### src/rtl/bp_be_issue_queue_nw.sv
// N-wide backend issue queue: circular buffer between the FE queue and the
// BE scheduler. Three pointers (write, read, commit) carry an extra wrap bit
// so full and empty are told apart without a separate flag. Entries between
// the commit and read pointers are kept so the checker can roll back.
module bp_be_issue_queue_nw #(
    parameter int width_p      = 2,
    parameter int els_p        = 16,
    parameter int data_width_p = 64
) (
    input  logic                              clk_i,
    input  logic                              reset_n_i,
    input  logic                              clr_v_i,
    input  logic                              roll_v_i,
    input  logic [$clog2(width_p+1)-1:0]      deq_cnt_i,
    input  logic [width_p-1:0]                enq_v_i,
    input  logic [width_p*data_width_p-1:0]   enq_data_i,
    output logic                              enq_ready_o,
    output logic [width_p-1:0]                deq_v_o,
    output logic [width_p*data_width_p-1:0]   deq_data_o,
    input  logic [$clog2(width_p+1)-1:0]      yumi_cnt_i,
    output logic [$clog2(els_p+1)-1:0]        unread_cnt_o,
    output logic [$clog2(els_p+1)-1:0]        inflight_cnt_o
);

    localparam int idx_w = $clog2(els_p);
    localparam int ptr_w = idx_w + 1;
    localparam int cnt_w = $clog2(width_p + 1);

    typedef logic [ptr_w-1:0] ptr_t;
    typedef logic [cnt_w-1:0] lane_cnt_t;

    ptr_t      wptr_r, rptr_r, cptr_r;
    ptr_t      wptr_n, rptr_n, cptr_n;
    ptr_t      unread, inflight, occupancy;
    lane_cnt_t enq_cnt;
    logic      enq_run;

    logic [data_width_p-1:0] mem [els_p];

    // Storage slot of a pointer: drop the wrap bit.
    function automatic logic [idx_w-1:0] slot(input ptr_t p);
        return p[idx_w-1:0];
    endfunction

    // Wrap-bit subtraction yields exact counts even across index wrap.
    assign unread         = wptr_r - rptr_r;
    assign inflight       = rptr_r - cptr_r;
    assign occupancy      = wptr_r - cptr_r;
    assign unread_cnt_o   = unread;
    assign inflight_cnt_o = inflight;
    assign enq_ready_o    = ~clr_v_i & ((ptr_t'(els_p) - occupancy) >= ptr_t'(width_p));

    // Accepted lanes: the unbroken run of valids starting at lane 0.
    always_comb begin
        // NOTE: every variable gets a default before any conditional update so no latch is inferred.
        enq_cnt = '0;
        enq_run = enq_ready_o;
        for (int k = 0; k < width_p; k++) begin
            if (enq_run && enq_v_i[k]) begin
                enq_cnt = enq_cnt + lane_cnt_t'(1);
            end else begin
                enq_run = 1'b0;
            end
        end
    end

    // Read window: oldest unread entries, suppressed entirely during a roll.
    always_comb begin
        deq_v_o    = '0;
        deq_data_o = '0;
        for (int k = 0; k < width_p; k++) begin
            if (!roll_v_i && (ptr_t'(k) < unread)) begin
                deq_v_o[k] = 1'b1;
                deq_data_o[k*data_width_p +: data_width_p] = mem[slot(rptr_r + ptr_t'(k))];
            end
        end
    end

    // Next pointers: commit first, roll overrides read, clear overrides write.
    always_comb begin
        cptr_n = cptr_r + ptr_t'(deq_cnt_i);
        rptr_n = roll_v_i ? cptr_n : rptr_r + ptr_t'(yumi_cnt_i);
        wptr_n = clr_v_i  ? rptr_n : wptr_r + ptr_t'(enq_cnt);
    end

    // Pointer registers with asynchronous clear.
    always_ff @(posedge clk_i or negedge reset_n_i) begin
        // NOTE: sequential state uses non-blocking assignments so all registers update from pre-edge values.
        if (!reset_n_i) begin
            wptr_r <= '0;
            rptr_r <= '0;
            cptr_r <= '0;
        end else begin
            wptr_r <= wptr_n;
            rptr_r <= rptr_n;
            cptr_r <= cptr_n;
        end
    end

    // Payload storage write for each accepted lane.
    always_ff @(posedge clk_i) begin
        // NOTE: the array has no reset; slots are only read once the pointers mark them as written.
        for (int k = 0; k < width_p; k++) begin
            if (lane_cnt_t'(k) < enq_cnt) begin
                mem[slot(wptr_r + ptr_t'(k))] <= enq_data_i[k*data_width_p +: data_width_p];
            end
        end
    end

    // Consumer protocol checks.
    yumi_within_window: assert property (@(posedge clk_i) disable iff (!reset_n_i)
        !roll_v_i |-> (int'(yumi_cnt_i) <= $countones(deq_v_o)));

    commit_within_inflight: assert property (@(posedge clk_i) disable iff (!reset_n_i)
        int'(deq_cnt_i) <= int'(inflight));

endmodule
### config.mk
export PLATFORM = sky130hd
export DESIGN_NAME = bp_be_issue_queue_nw
export DESIGN_NICKNAME = d
export VERILOG_FILES = /design/src/rtl/bp_be_issue_queue_nw.sv
export SDC_FILE = /design/constraint.sdc
export NUM_CORES = 2
export LEC_CHECK = 0
export CORE_ASPECT_RATIO = 0.5
export CORE_MARGIN = 2
export CORE_UTILIZATION = 50
export DETAILED_ROUTE_END_ITERATION = 8
export PLACE_DENSITY = 0.64
export REMOVE_ABC_BUFFERS = 1
export SYNTH_ARGS = -nofsm -noshare
export SYNTH_HDL_FRONTEND = slang
export SYNTH_SLANG_ARGS = --single-unit
### constraint.sdc
create_clock -name clk_i -period 16.8 [get_ports clk_i]
set_input_delay 1.68 -clock clk_i [delete_from_list [all_inputs] [get_ports clk_i]]
set_output_delay 1.68 -clock clk_i [all_outputs]
set_load 0.02 [all_outputs]
==> results by group <==
Detailed routing
  – Final wirelength: 193000 um
  – DRC: 0
  – Initial drt markers: 4692
  – Post-route ant nets: 0
  – Avg Vias per Cell: 7.01
  – Via Count: 37182
  – Initial DRT Pass Iterations: 5
  – Drt wl/cell: 36.4 um

STA
  – Setup violations, final: 0
  – Final Skew: 0.0254 ns
  – Setup repair after global routing missed its margin: no
  – Max-slew violation count: 0
  – Hold_ws: 0.567 ns
  – Post-layout min period: 8.70 ns
  – Period utilisation layout: 51.8%
  – Least-Margin Pin Slew: 1.19 ns
  – Setup TNS: 0 ns
  – Final worst slack: 8.10 ns
  – Final hold violations: 0
  – Maximum clock rate: 0.115 GHz
  – Slew HR: 20.4%

Yosys
  – Synth warn: 0
  – Post-Syn Area per Cell: 17.3 um2
  – Post-synth top area cell: edfxtp_1
  – Number of synthesized flops with an enable pin: 1024
  – Main area contributors after synthesis: edfxtp_1, mux4_2, mux2_1
  – Register area share after synthesis: 50.8%
  – Synth Cell Area: 61300 um2
  – Post-Synthesis Cells: 3551
  – Synth top area share: 50.2%
  – Async S/R FF share, synth: 1.44%
  – Primary FF master, synth: edfxtp_1
  – Top cells by count, synth: edfxtp_1, mux2_1, mux4_2
  – Yosys cell types: 35
  – Most numerous cell in the Yosys netlist: edfxtp_1
  – Flops & latches, synth: 1039

Place
  – # port buffers: 278
  – Placed Area: 65100 um2
  – DP Worst Slack: 8.73 ns
  – Hpwl dp: 103000 um
  – Final RePlAce weighted congestion: 0.788

CTS
  – Worst-path clk slew: 0.06 ns
  – CTS Hold Buffers Added: 0
  – Longest Clk Path Bufs: 3
  – TritonCTS clock tree: done
  – Clk root buf: clkbuf_16
  – Setup bufs post-CTS: 0
  – PostCTS Resize Cnt: 0
  – CTS buffer count: 101
  – Worst-Skew Late Latency: 0.73 ns
  – CTS Sinks: 1039
  – Htree depth: 3

Power
  – Power Density: 175 nW/um2
  – Max IR drop VDD: 0.292 mV
  – P_leak: 0.0218 uW
  – Overall power: 12000 uW

Setup path
  – Critical Path Fanout Max: 121
  – Arrival @ worst endpoint: 7.02 ns
  – CP Class: reg2out
  – Worst setup EP type: output pin
  – Worst EP required: 15.12 ns
  – Crit start category: flip-flop

Floorplanning
  – # IOs: 279
  – CORE AREA: 121000 um2
  – Die Height: 252 um
  – Die area: 126000 um2
  – Die Width: 499 um
  – Rows: 90
  – Initial core utilization: 50.6%

Global route
  – Largest net degree at the start of global routing: 122
  – Grt ovf: 0
  – All-Layer GR Usage: 30.8%
  – Initial antenna violation count: 7
  – Vias in the first global route: 37852
  – First-pass GRT wire length: 277000 um

Flow run
  – Max-Cap Viols: 0

Layout
  – Layout cell share with drive strength beyond 1: 27.3%
  – Nets: 3775
  – Final Instance Area: 68400 um2
  – Syn-to-layout area delta: 11.6%

Outcome
  – Outcome: finished clean

Hold path
  – Min-delay worst type: reg2reg
-- path summary, 6_finish.rpt --
| check | slack [ns] | from | endpoint | cells after the start |
|---|---|---|---|---|
| setup / recovery | 8.10 | rptr_r[0] | deq_data_o[69] | 9 |
| hold / removal | 0.57 | cptr_r[4] | cptr_r[4] | 1 |
| setup reg to reg | 10.47 | wptr_r[1] | mem[6][9] | 15 |
| hold reg to reg | 0.57 | cptr_r[4] | cptr_r[4] | 1 |
| max in group asynchronous | 14.87 | reset_n_i | rptr_r[2] | 1 |
| min in group asynchronous | 1.40 | reset_n_i | cptr_r[2] | 1 |
-- power by group --
group / internal (uW) / switching (uW) / total, uW / leakage (uW)
registers: 3200 / 238 / 3440 / 0.00943
clock network: 1300 / 1060 / 2350 / 0.00160
logic: 2890 / 3310 / 6200 / 0.0108
-- layout by cell type, fill, tap and decap left out, drive strengths merged, types with 8 or more instances in the layout --
cell and instances:
a211oi 128, a21oi 13, buf 86, bufinv 10, clkbuf 124, clkdlybuf4s50 278, clkinv 43, dfrtp 15
edfxtp 1024, ha 24, inv 31, mux2 1029, mux2i 66, mux4 576, nand2 16, nand3 8
nor2 28, nor2b 130, xnor2 15, xor2 8
-- cells by family after synthesis --
family	after synthesis	share of synthesized area [%]
fa+ha+maj	30	0.686
xor+xnor	23	0.329
simple gates	198	1.83
buf+inv	440	3.39
compound gates	150	1.79
mux	1671	41.2
flops	1039	50.8
-- state kept, by name, summed over array words and instances (netlist names) --
signal / count
mem: 1024
cptr_r: 5
rptr_r: 5
wptr_r: 5
-- stage by stage --
step	cells	utilization, %
final	5305	56.5
after global routing	5305	56.5
after global placement	5114	53.8
after detailed placement	5114	53.8
after CTS	5300	56.5
after floorplan	3140	-
-- area by class of cell --
class / instances / area [um2]
Tap cell: 1610 / 2010
Antenna cell: 5 / 12.5
Sequential cell: 1039 / 31100
Inverter: 29 / 114
Fill cell: 9312 / 52700
Timing Repair Buffer: 364 / 3470
Clock inverter: 62 / 583
Multi-Input combinational cell: 2072 / 28400
Clock buffer: 124 / 2700
-- metal layers --
metal,share of wire (%),routed length [um],vias to the layer above,global-route usage [%]
met5,0.013,25,-,0
met4,2.1,4060,4,6.90
met3,8.9,17200,257,5.29
met2,47,90800,1835,48.4
met1,42,80900,20274,45.1
li1,-,-,14812,-
-- worst max-delay path: stages, from the launching register on --
cell and delay (ns):
dfrtp_4 1.17, buf_4 0.93, buf_12 0.67, buf_4 0.72
buf_4 0.86, mux4_2 0.36, nor2b_1 0.16, a211oi_1 0.07
a211oi_1 0.49, clkdlybuf4s50_1 0.70
Power figures use the tool's default switching activity.
